$ cat src/rtl/poly1305_pkg.sv
// Shared types and byte-lane helpers for the Poly1305 block framer.
// Blocks are 16 bytes, byte 0 in bits [7:0].
package poly1305_pkg;

  localparam int BLK_BYTES = 16;
  localparam int DATA_W    = BLK_BYTES * 8;

  typedef enum logic [2:0] {
    ST_IDLE     = 3'd0,
    ST_AAD      = 3'd1,
    ST_PLD      = 3'd2,
    ST_LEN_EMIT = 3'd3,
    ST_DONE     = 3'd4
  } state_t;

  function automatic logic [4:0] keep_popcount(input logic [BLK_BYTES-1:0] keep);
    logic [4:0] cnt;
    cnt = '0;
    for (int i = 0; i < BLK_BYTES; i++) begin
      cnt = cnt + {4'b0000, keep[i]};
    end
    return cnt;
  endfunction

  // Contiguous from bit 0 means keep+1 is a power of two (or keep is 0).
  function automatic logic keep_is_contiguous(input logic [BLK_BYTES-1:0] keep);
    logic [BLK_BYTES:0] k;
    k = {1'b0, keep};
    return ((k + {{BLK_BYTES{1'b0}}, 1'b1}) & k) == '0;
  endfunction

  function automatic logic [DATA_W-1:0] mask_by_keep(input logic [DATA_W-1:0]    data,
                                                      input logic [BLK_BYTES-1:0] keep);
    logic [DATA_W-1:0] m;
    m = '0;
    for (int i = 0; i < BLK_BYTES; i++) begin
      m[i*8 +: 8] = keep[i] ? data[i*8 +: 8] : 8'h00;
    end
    return m;
  endfunction

endpackage

$ cat src/rtl/poly1305_pad_reg.sv
// Single-entry output register that zero-pads a beat to a full block and
// holds it, stable, until the downstream ready.
module poly1305_pad_reg
  import poly1305_pkg::*;
(
  input  logic                 clk,
  input  logic                 rst,
  input  logic                 in_fire,
  input  logic [DATA_W-1:0]    in_data,
  input  logic [BLK_BYTES-1:0] in_keep,
  output logic                 free,
  output logic                 out_valid,
  output logic [DATA_W-1:0]    out_data,
  output logic [BLK_BYTES-1:0] out_keep,
  input  logic                 out_ready
);

  logic                 vld_p1;
  logic [DATA_W-1:0]    data_p1;
  logic [BLK_BYTES-1:0] keep_p1;
  logic                 load_p0;

  // An all-zero keep ends the segment without producing a block.
  assign load_p0 = in_fire && (in_keep != '0);
  assign free    = !vld_p1 || out_ready;

  // p0 -> p1: accepted beat becomes the held block
  always_ff @(posedge clk) begin
    if (rst) begin
      vld_p1 <= 1'b0;
    end else if (load_p0) begin
      vld_p1 <= 1'b1;
    end else if (out_ready) begin
      vld_p1 <= 1'b0;
    end
  end

  always_ff @(posedge clk) begin
    if (load_p0) begin
      data_p1 <= mask_by_keep(in_data, in_keep);
      keep_p1 <= in_keep;
    end
  end

  // Data lanes are not reset, so they are gated to read as zero while empty.
  assign out_valid = vld_p1;
  assign out_data  = vld_p1 ? data_p1 : '0;
  assign out_keep  = vld_p1 ? keep_p1 : '0;

endmodule

$ cat src/rtl/poly1305_block_framer.sv
// Frames AAD and payload byte streams into zero-padded 16-byte Poly1305
// blocks, counts segment lengths and emits the closing length block.
module poly1305_block_framer
  import poly1305_pkg::*;
#(
  parameter int LEN_W = 64
) (
  input  logic                 clk,
  input  logic                 rst,
  input  logic                 start,

  input  logic                 s_aad_valid,
  input  logic [DATA_W-1:0]    s_aad_data,
  input  logic [BLK_BYTES-1:0] s_aad_keep,
  input  logic                 s_aad_last,
  output logic                 s_aad_ready,

  input  logic                 s_pld_valid,
  input  logic [DATA_W-1:0]    s_pld_data,
  input  logic [BLK_BYTES-1:0] s_pld_keep,
  input  logic                 s_pld_last,
  output logic                 s_pld_ready,

  output logic                 aad_valid,
  output logic [DATA_W-1:0]    aad_data,
  output logic [BLK_BYTES-1:0] aad_keep,
  input  logic                 aad_ready,

  output logic                 pld_valid,
  output logic [DATA_W-1:0]    pld_data,
  output logic [BLK_BYTES-1:0] pld_keep,
  input  logic                 pld_ready,

  output logic                 len_valid,
  output logic [DATA_W-1:0]    len_block,
  input  logic                 len_ready,

  output logic [63:0]          aad_len,
  output logic [63:0]          pld_len,
  output logic                 busy,
  output logic                 done,
  output logic                 err_keep
);

  state_t           state_q, state_d;
  logic [LEN_W-1:0] aad_cnt_q, pld_cnt_q;
  logic             done_q, err_keep_q;
  logic             aad_free, pld_free;
  logic             aad_fire, pld_fire, len_fire, start_ok;
  logic             aad_bad, pld_bad;

  function automatic logic keep_illegal(input logic [BLK_BYTES-1:0] keep, input logic last);
    return !keep_is_contiguous(keep)
        || (!last && (keep != {BLK_BYTES{1'b1}}))
        || ((keep == '0) && !last);
  endfunction

  assign s_aad_ready = (state_q == ST_AAD) && aad_free;
  assign s_pld_ready = (state_q == ST_PLD) && pld_free;
  assign aad_fire    = s_aad_valid && s_aad_ready;
  assign pld_fire    = s_pld_valid && s_pld_ready;
  assign start_ok    = start && ((state_q == ST_IDLE) || (state_q == ST_DONE));

  // Length block waits for both data paths to drain so it is always last.
  assign len_valid   = (state_q == ST_LEN_EMIT) && !pld_valid && !aad_valid;
  assign len_fire    = len_valid && len_ready;

  assign aad_bad     = aad_fire && keep_illegal(s_aad_keep, s_aad_last);
  assign pld_bad     = pld_fire && keep_illegal(s_pld_keep, s_pld_last);

  always_ff @(posedge clk) begin
    if (rst) begin
      state_q <= ST_IDLE;
    end else begin
      state_q <= state_d;
    end
  end

  always_comb begin
    state_d = state_q;
    unique case (state_q)
      ST_IDLE, ST_DONE: if (start_ok)                state_d = ST_AAD;
      ST_AAD:           if (aad_fire && s_aad_last)  state_d = ST_PLD;
      ST_PLD:           if (pld_fire && s_pld_last)  state_d = ST_LEN_EMIT;
      ST_LEN_EMIT:      if (len_fire)                state_d = ST_DONE;
      default:                                       state_d = ST_IDLE;
    endcase
  end

  // Byte counters wrap modulo 2^LEN_W.
  always_ff @(posedge clk) begin
    if (rst || start_ok) begin
      aad_cnt_q <= '0;
      pld_cnt_q <= '0;
    end else begin
      if (aad_fire) aad_cnt_q <= aad_cnt_q + LEN_W'(keep_popcount(s_aad_keep));
      if (pld_fire) pld_cnt_q <= pld_cnt_q + LEN_W'(keep_popcount(s_pld_keep));
    end
  end

  always_ff @(posedge clk) begin
    if (rst) begin
      done_q     <= 1'b0;
      err_keep_q <= 1'b0;
    end else begin
      done_q     <= len_fire;
      err_keep_q <= aad_bad || pld_bad;
    end
  end

  poly1305_pad_reg u_aad_pad (
    .clk       (clk),
    .rst       (rst),
    .in_fire   (aad_fire),
    .in_data   (s_aad_data),
    .in_keep   (s_aad_keep),
    .free      (aad_free),
    .out_valid (aad_valid),
    .out_data  (aad_data),
    .out_keep  (aad_keep),
    .out_ready (aad_ready)
  );

  poly1305_pad_reg u_pld_pad (
    .clk       (clk),
    .rst       (rst),
    .in_fire   (pld_fire),
    .in_data   (s_pld_data),
    .in_keep   (s_pld_keep),
    .free      (pld_free),
    .out_valid (pld_valid),
    .out_data  (pld_data),
    .out_keep  (pld_keep),
    .out_ready (pld_ready)
  );

  assign aad_len   = 64'(aad_cnt_q);
  assign pld_len   = 64'(pld_cnt_q);
  assign len_block = {pld_len, aad_len};
  assign busy      = (state_q == ST_AAD) || (state_q == ST_PLD) || (state_q == ST_LEN_EMIT);
  assign done      = done_q;
  assign err_keep  = err_keep_q;

endmodule
$ cat config.mk
export PLATFORM = sky130hd
export DESIGN_NAME = poly1305_block_framer
export DESIGN_NICKNAME = d
export VERILOG_FILES = /design/src/rtl/poly1305_pkg.sv /design/src/rtl/poly1305_pad_reg.sv /design/src/rtl/poly1305_block_framer.sv
export SDC_FILE = /design/constraint.sdc
export NUM_CORES = 1
export LEC_CHECK = 0
export BUFFER_PORTS_ARGS = -buffer_cell sky130_fd_sc_hd__buf_4
export CORE_AREA = 3 3 333 335
export CTS_CLUSTER_SIZE = 8
export DETAILED_ROUTE_END_ITERATION = 12
export DIE_AREA = 0 0 336 338
export HOLD_SLACK_MARGIN = 0.15
export PLACE_DENSITY = 0.46
export SLEW_MARGIN = 10
export SYNTH_ARGS = -nofsm -noshare
export SYNTH_HDL_FRONTEND = slang
export SYNTH_SLANG_ARGS = --single-unit
$ cat constraint.sdc
create_clock -name clk -period 23.2 [get_ports clk]
set_clock_uncertainty 0.15 [all_clocks]
set_input_delay 3.48 -clock clk [delete_from_list [all_inputs] [get_ports clk]]
set_output_delay 3.48 -clock clk [all_outputs]
set_load 0.03 [all_outputs]
Yosys cells after proc, flatten, opt, wreduce, memory -nomap -nowiden
Index checks and enable logic that the tools add are counted.
{"block": "totals", "register_bits": 423, "in_bits": 298, "out_inout_bits": 552, "wordCells": 146}
{"block": "classes", "n_addsub": 34, "eq_ne": 10, "n_mux": 13, "bitwise": 2, "n_reduce_logical": 46}
{"operator": "$mux W128", "n": 2}
{"operator": "$add A64 B5 Y64", "n": 2}
{"operator": "$add A5 B1 Y5", "n": 22}
{"operator": "$add A16 B1 Y17 const B", "n": 2}
{"operator": "$and A17 B16 Y17", "n": 2}
{"operator": "$logic_not A17 Y1", "n": 2}
{"operator": "$logic_not A16 Y1", "n": 2}
{"operator": "$mux W16", "n": 2}
{"operator": "$ne A16 B16 Y1 const B", "n": 2}
{"operator": "$reduce_bool A16 Y1", "n": 2}
{"operator": "$logic_and A1 B1 Y1", "n": 18}
{"operator": "$mux W3", "n": 4}
{"operator": "$pmux W3 S4", "n": 1}
{"operator": "$logic_or A1 B1 Y1", "n": 11}
{"operator": "$add A4 B1 Y5", "n": 2}
{"operator": "$add A3 B1 Y4", "n": 2}
{"operator": "$add A2 B1 Y3", "n": 2}
{"operator": "$eq A3 B2 Y1 const B", "n": 2}
{"operator": "$logic_not A1 Y1", "n": 6}
{"operator": "$add A1 B1 Y2", "n": 2}
{"operator": "$mux W1", "n": 4}
{"operator": "$ne A2 B1 Y1 const B", "n": 2}
{"operator": "$ne A2 B2 Y1 const B", "n": 2}
{"operator": "$reduce_and A4 Y1", "n": 1}
{"operator": "5 further kinds", "n": 6}

Depth between registers and ports, before layout
Gate-level depths: netlist (run 1).
{"block": "logic_depth", "ltp_word": 16, "depth_mapped": 17, "ltp_nobuf": 15}

By module
A second synthesis (run 1) with hierarchy kept.
{"block": "unflattened", "hier_cells": 1924, "area_unflattened_um2": 20888.8}
{"module": "poly1305_pad_reg", "instances": 2, "cells_each": 442, "area_each_um2": 6202.2, "seq_area_each_um2": 4344.2}
{"module": "poly1305_block_framer", "instances": 1, "cells_each": 1040, "area_each_um2": 8484.4, "seq_area_each_um2": 2662.6}

Worst setup path before layout (run 1)
No wires, ideal clock.
{"block": "synth_path", "path_kind": "input-to-reg", "startpoint": "input s_pld_keep[12]", "endpoint": "register u_pld_pad.data_p1[0], enable pin", "setup_ns": 0.735, "arrival_time_ns": 11.591, "required_ns": 22.315, "path_slack_ns": 10.723, "path_stages": 3, "path_buffers": 1, "cell_sequence": "clkbuf_1 > nor4_1 > a31oi_1"}
{"block": "synth_via", "elab_chain_cells": 2}
{"item": "start: declaration", "line": "poly1305_block_framer.sv:20", "rtl": "input logic [BLK_BYTES-1:0] s_pld_keep,"}
{"item": "$reduce_bool A16 Y1", "line": "poly1305_pad_reg.sv:24", "rtl": "assign load_p0 = in_fire && (in_keep != '0);"}
{"item": "$logic_and A1 B1 Y1", "line": "poly1305_pad_reg.sv:24"}
{"item": "via u_pld_pad.load_p0", "line": "poly1305_pad_reg.sv:21", "rtl": "logic load_p0;"}
{"item": "end signal: assignment", "line": "poly1305_pad_reg.sv:40", "rtl": "data_p1 <= mask_by_keep(in_data, in_keep);"}
{"item": "end: declaration", "line": "poly1305_pad_reg.sv:19", "rtl": "logic [DATA_W-1:0] data_p1;"}
The timed path passes the listed nets, and every way through them passes these cells.
A chain may end at the register's enable or synchronous reset.

Worst setup path in the final report (run 1)
{"block": "layout_path", "startpoint": "input s_pld_keep[5]", "endpoint": "register pld_cnt_q[60] (netlist: pld_len[60])"}
{"block": "layout_via", "elab_chain_cells": 12}
{"item": "$add A5 B1 Y5 (11 in series)", "line": "poly1305_pkg.sv:20", "rtl": "cnt = cnt + {4'b0000, keep[i]};"}
{"item": "$add A64 B5 Y64", "line": "poly1305_block_framer.sv:97", "rtl": "if (pld_fire) pld_cnt_q <= pld_cnt_q + LEN_W'(keep_popcount(s_pld_keep));"}
{"item": "end signal: assignment", "line": "poly1305_block_framer.sv:97"}
{"item": "end: declaration", "line": "poly1305_block_framer.sv:46", "rtl": "logic [LEN_W-1:0] aad_cnt_q, pld_cnt_q;"}
Every way passes these cells.

==> results of run 1 <==
## placed cells by master (no fill, tap or decap), drive strengths merged, types with 44 or more instances in the layout
| cell type | netlist | layout |
|---|---|---|
| a21oi | 56 | 56 |
| nand2 | 65 | 65 |
| clkbuf | 89 | 86 |
| inv | 76 | 78 |
| and2 | 548 | 548 |
| nand3 | 44 | 44 |
| buf | 134 | 865 |
| nor2 | 111 | 111 |
| xnor2 | 51 | 51 |
| edfxtp | 288 | 288 |
| nand4 | 44 | 44 |
| dfxtp | 135 | 135 |
## flip-flops by register name, summed over array words and instances (netlist names), 3 cells and up
register	cells
pld_len	64
state_q	3
aad_len	64
u_pld_pad.data_p1	128
u_aad_pad.data_p1	128
u_pld_pad.keep_p1	16
u_aad_pad.keep_p1	16
## layout make-up
| type | instances | share of cell area (%) |
|---|---|---|
| sequential | 423 | 38.17 |
| clock buffer | 86 | 5.517 |
| multi-input combinational | 1242 | 27.16 |
| tap | 1414 | 5.945 |
| antenna | 5 | 0.04205 |
| timing repair buffer | 865 | 21.82 |
| clock inverter | 6 | 0.3826 |
| inverter | 76 | 0.9587 |
## per-stage QoR
step | area (sq um) | total power (W)
6_report | 29760 | 0.001920
5_1_grt | 29750 | 0.002009
4_1_cts | 29740 | 0.001961
3_5_place_dp | 27990 | 0.001085
3_3_place_gp | 27990 | 0.001084
2_1_floorplan | 21000 | 0.0009826
## layer usage
layer | track usage, % | part of all wire (%) | vias up
li1 | - | - | 7942
met1 | 16.93 | 41 | 8069
met2 | 24.68 | 50 | 526
met3 | 3.493 | 6.6 | 97
met4 | 3.854 | 2.3 | 0
met5 | 0 | 0 | -
## worst max-delay path: cells and delay by family
| family | cells | cell delay, ps |
|---|---|---|
| AO/OA/AOI/OAI | 3 | 690 |
| adder cells (fa/ha/maj) | 6 | 2540 |
| AND/OR/NAND/NOR | 3 | 1080 |
| buffers and inverters | 5 | 650 |
## worst max-delay path by stage
stage / to / slack (ps) / depth (start not counted)
after floorplan: u_pld_pad.data_p1[0] / 10720 / 3
after global placement: pld_len[58] / 14500 / 17
after detailed placement: pld_len[60] / 14490 / 17
after CTS: pld_len[60] / 15170 / 17
after global routing: pld_len[58] / 14910 / 17
final: pld_len[60] / 15130 / 17
## where the power goes
| group | switching (W) | internal [W] |
|---|---|---|
| registers | 0.00000841 | 0.000826 |
| logic | 0.000130 | 0.000100 |
| clock network | 0.000349 | 0.000506 |
| total | 0.000487 | 0.00143 |
## cell families (layout without fill, tap and decap cells)
kind of cell	Yosys count	count (layout)	synth area share, %
mux	1	1	0.04767
compound gates	135	135	3.861
fa+ha+maj	46	46	3.599
other cells	0	5	0
simple gates	977	977	27.27
flops	423	423	54.06
buf+inv	299	1033	7.705
xor+xnor	83	83	3.462
==> flow_metrics.tcl, run 1 <==
set metrics [dict create \
    max_slew_margin_pct 22.38 \
    reg2reg_from "pld_len[0]" \
    drc 0 \
    post-route-min-period_ps 8074 \
    ff_latch_area_sq_mm 0.01136 \
    finalNonFillerCells 4117 \
    cts_resized 0 \
    drive_above_1_share_pct 35.51 \
    setup_viol 0 \
    hp-start "pld_len[48]" \
    via_count 16630 \
    yosys.area.top_type_share_pct 41.19 \
    clockBufferDepth 3 \
    path_class "in2reg" \
    die-area_sq_mm 0.1136 \
    cts_tree "yes" \
    irDropWorstVdd_mv 0.05000 \
    synth_area_sq_mm 0.02100 \
    r2r_slack_ps 18060 \
    synthArstFlopShare_pct 0 \
    ios 850 \
    final.period_utilization_pct 34.80 \
    synth_edf_count 288 \
    worstHoldPathType "reg2reg" \
    synth_area_leaders "edfxtp_1, and2_1, dfxtp_1" \
    grt_overflow 0 \
    area_growth_pct 41.72 \
    ys.flop_type "edfxtp_1" \
    finalMaxSlewViolations 0 \
    cts_hold_buffers 0 \
    drt_iter0_markers 854 \
    synthMostInstantiatedCell "and2_1" \
    timing.fmax_mhz 123.9 \
    routed_wl_mm 84.84 \
    fin_util_pct 27.45 \
    dieHeight_microns 338 \
    row_count 121 \
    cpMostUsedCell "fa_1" \
    slowest_delay_ps 570 \
    yosysWarnings 0 \
    cp_data_required_time_ps 23600 \
    vias_per_cell 4.040 \
    nets 3013 \
    fin_tns_setup_ps 0 \
    wl_per_cell_microns 20.61 \
    htree_levels 2 \
    cp-end-kind "flip-flop" \
    grt_pass1_wl_mm 116.3 \
    crit_fanout 23 \
    clkTransAtPathRegs_ps 50 \
    cts_setup_buffers 0 \
    rsz0062_at_grt "no" \
    synth_nets 2308 \
    coreArea_sq_mm 0.1084 \
    numCtsBuffers 61 \
    reg2reg_to "pld_len[60]" \
    start_util_pct 19.37 \
    synth_commonest_cells "and2_1, edfxtp_1, dfxtp_1" \
    ys_ff_latch 423 \
    syn_inst 1964 \
    root_buffer "clkbuf_16" \
    fp.dieW_microns 336 \
    maxCapViolations 0 \
    ant_nets 0 \
    critPathLaunchType "primary input" \
    cp.arrival_ps 8470 \
    path_cells "buf_4 -> inv_1 -> fa_1 -> fa_1 -> fa_1 -> fa_1 -> inv_1 -> fa_1 -> inv_1 -> fa_1 -> nor2b_1 -> o31a_1 -> o2111ai_2 -> buf_4 -> or3_4 -> or4_1 -> a21oi_1" \
    grt_usage_pct 14.01 \
    multi_input_area_sq_mm 0.008083 \
    drt_pass1_iterations 4 \
    clkLatencyLatePin_ps 640 \
    placedCellCount 4020 \
    grt_pass1_vias 16060 \
    ys_seq_area_share_pct 54.06 \
    fillers 11540 \
    place_ws_ps 14490 \
    setup_ws_ps 15130 \
    antenna_found_initial 9 \
    ys_types 56 \
    hold_violations 0 \
    fin_hold_ws_ps 383.4 \
    hold_path_end "pld_len[48]" \
    cts.sinks 423 \
    synth_largest_area_cell "edfxtp_1" \
    status "completed" \
    syn_area_per_cell_sq_um 10.69 \
    leakage_nw 12.12 \
    setup.worst_path.start "s_pld_keep[5]" \
    portBuffers 849 \
    power_density_mw_per_mm2 64.52 \
    r2r_cells 15 \
    hold_depth 2 \
    hpwlAfterDp_mm 64.24 \
    slowest_stage "fa_1" \
    place.gp.congestion 0.7571 \
    worst_slew_pin_slew_ps 1164 \
    grt_start_max_net_pins 91 \
]
Power figures use the tool's default switching activity.
==> run 2: changes to the inputs <==
ABC_AREA = 1   (was not set)
CORE_AREA = 3 3 326 328   (was 3 3 333 335)
DIE_AREA = 0 0 329 331   (was 0 0 336 338)
PLACE_DENSITY = 0.51   (was 0.46)
clock period = 6.5 ns   (was 23.2 ns; I/O delays follow)
==> run 2 against run 1 <==
  * Die area down 4.1%
  * Flip-flop and latch count is the same
  * Clock power increased to 3.6 times the previous value
  * Clock-buffer cell count grew 16
  * Sequential power rose to 4.0 times the previous value
  * Combinational power rose to 8.1 times the previous value
  * Synthesized cell count grew 56%
  * Critical endpoint is now pld_len[62]
  * Largest power group is now sequential cells
==> flow_metrics.tcl, run 2 <==
set metrics [dict create \
    status "completed" \
    drt_pass1_iterations 6 \
    cts.sinks 423 \
    crit_fanout 13 \
    synth_commonest_cells "nand2_1, inv_1, edfxtp_1" \
    nets 4114 \
    htree_levels 2 \
    root_buffer "clkbuf_16" \
    cts_hold_buffers 0 \
    via_count 21390 \
    grt_pass1_wl_mm 131.2 \
    place.gp.congestion 0.8841 \
    drive_above_1_share_pct 25.73 \
    synthMostInstantiatedCell "nand2_1" \
    vias_per_cell 4.111 \
    coreArea_sq_mm 0.1035 \
    synth_compound_area_share_pct 3.235 \
    hp-start "aad_len[16]" \
    pwr-share-comb_pct 22.7 \
    worstHoldPathType "reg2reg" \
    irDropWorstVdd_mv 0.1958 \
    dieHeight_microns 331 \
    power_density_mw_per_mm2 257.5 \
    grt_start_max_net_pins 117 \
    mostFrequentLayoutCell "nand2_1" \
    drc 0 \
    finalMaxSlewViolations 0 \
    clkLatencyLatePin_ps 660 \
    numCtsBuffers 61 \
    ys_seq_area_share_pct 48.59 \
    ys_ff_latch 423 \
    grt_overflow 0 \
    hpwlAfterDp_mm 72.39 \
    portBuffers 849 \
    leakage_nw 17.32 \
    setup_viol 0 \
    grt_pass1_vias 20430 \
    synth.mux.area_fraction_pct 0 \
    yosys.area.top_type_share_pct 37.02 \
    rsz0062_at_grt "no" \
    p_int_w 0.005600 \
    reg2reg_from "pld_len[0]" \
    setup.worst_path.start "s_pld_keep[5]" \
    antenna_found_initial 10 \
    grt_usage_pct 16.07 \
    p_seq_share_pct 40.0 \
    ys_types 45 \
    cts_tree "yes" \
    cp_data_required_time_ps 6890 \
    wl_per_cell_microns 17.85 \
    area_growth_pct 37.37 \
    critPathLaunchType "primary input" \
    timing.fmax_mhz 199.3 \
    final_cell_mix "nand2_1, buf_4, inv_1" \
    final.period_utilization_pct 77.19 \
    synth_nets 3405 \
    cts_setup_buffers 0 \
    switchingPower_w 0.002665 \
    hold_violations 0 \
    cp-end-kind "flip-flop" \
    synth_top_family_by_area "simple AND/OR/NAND/NOR gates" \
    path_class "in2reg" \
    synth_xor_xnor_area_share_pct 1.125 \
    synth_largest_area_cell "edfxtp_1" \
    fp.dieW_microns 329 \
    synthSimpleGateAreaFrac_pct 25.63 \
    max_slew_margin_pct 22.91 \
    worst_slew_pin_slew_ps 1156 \
    die-area_sq_mm 0.1089 \
    row_count 118 \
    syn_area_per_cell_sq_um 7.632 \
    synth_adder_area_share_pct 3.235 \
    clkPwrFrac_pct 37.4 \
    drt_iter0_markers 1482 \
    top_regs "u_aad_pad.data_p1 (128), u_pld_pad.data_p1 (128)" \
    synth_edf_count 288 \
    yosysWarnings 0 \
    cp.arrival_ps 5410 \
    synth_area_sq_mm 0.02336 \
    cts_resized 0 \
    r2r_cells 18 \
    p_sw_share_pct 32.25 \
    ios 850 \
    hold_depth 2 \
    routed_wl_mm 92.89 \
    syn_inst 3061 \
    clkTransAtPathRegs_ps 50 \
    ant_nets 0 \
    fin_util_pct 31.01 \
    start_util_pct 22.57 \
    synthArstFlopShare_pct 0 \
    maxCapViolations 0 \
    ys.flop_type "edfxtp_1" \
    fin_tns_setup_ps 0 \
    post-route-min-period_ps 5017 \
    synth_area_leaders "edfxtp_1, nand2_1, inv_1" \
    clockBufferDepth 3 \
]
## run 2: path summary, 6_finish.rpt
kind | endpoint | slack (ps)
worst max register to register | pld_len[62] | 1990
worst max-delay path | pld_len[62] | 1480
worst min-delay path | aad_len[16] | 370
worst min register to register | aad_len[16] | 370
## run 2: per-stage QoR
stage,hold slack (ps),setup WS [ps],cell area (sq um),instances,total power (W)
after global routing,388.8,1179,32080,5199,0.008682
after detailed placement,365.8,860.3,30250,5087,0.005257
after CTS,357.1,1532,32070,5196,0.008402
after global placement,360.5,935.3,30250,5087,0.005241
final,375.0,1483,32090,5204,0.008265
after floorplan,339.7,1333,23360,3061,0.004479
## run 2: worst max-delay path, stage by stage
cell     delay [ps]
buf_4           210
inv_1           110
fa_1            580
fa_1            440
fa_1            580
fa_1            430
inv_1            80
fa_1            190
inv_1            70
fa_1            410
inv_1           110
nand2_1          70
o21ai_2         190
nand2_1          90
nand2_2         160
nand3_1         170
nor2_1          290
nand4_1         120
nand2_1          80
nor2_1           50
## run 2: logic make-up after synthesis
| kind of cell | after synthesis |
|---|---|
| flip-flops | 423 |
| buffers and inverters | 996 |
| adder cells (fa/ha/maj) | 46 |
| AO/OA/AOI/OAI | 141 |
| XOR/XNOR | 30 |
| AND/OR/NAND/NOR | 1425 |
## run 2: per-layer routing
| layer | track usage (%) | routed length (microns) |
|---|---|---|
| met1 | 20.49 | 39000 |
| met2 | 27.44 | 45010 |
| met3 | 3.295 | 6574 |
| met4 | 4.622 | 2289 |
| met5 | 0 | 13 |
## run 2: cell type report
class	instances	area [sq um]
fillers	11190	71410
flip-flops and latches	423	11360
multi-input cells	1642	7772
repair buffers	857	6434
inverters	785	2957
well taps	1380	1727
clock buffers	102	1710
clock inverters	7	112.6
diodes	8	20.02
## run 2: power by group through the flow
stage	clock [W]	combinational (W)	sequential [W]
after floorplan	0	0.00113	0.00335
after global placement	0	0.00189	0.00335
after detailed placement	0	0.00190	0.00336
after CTS	0.00319	0.00191	0.00330
after global routing	0.00329	0.00206	0.00333
final	0.00309	0.00187	0.00330
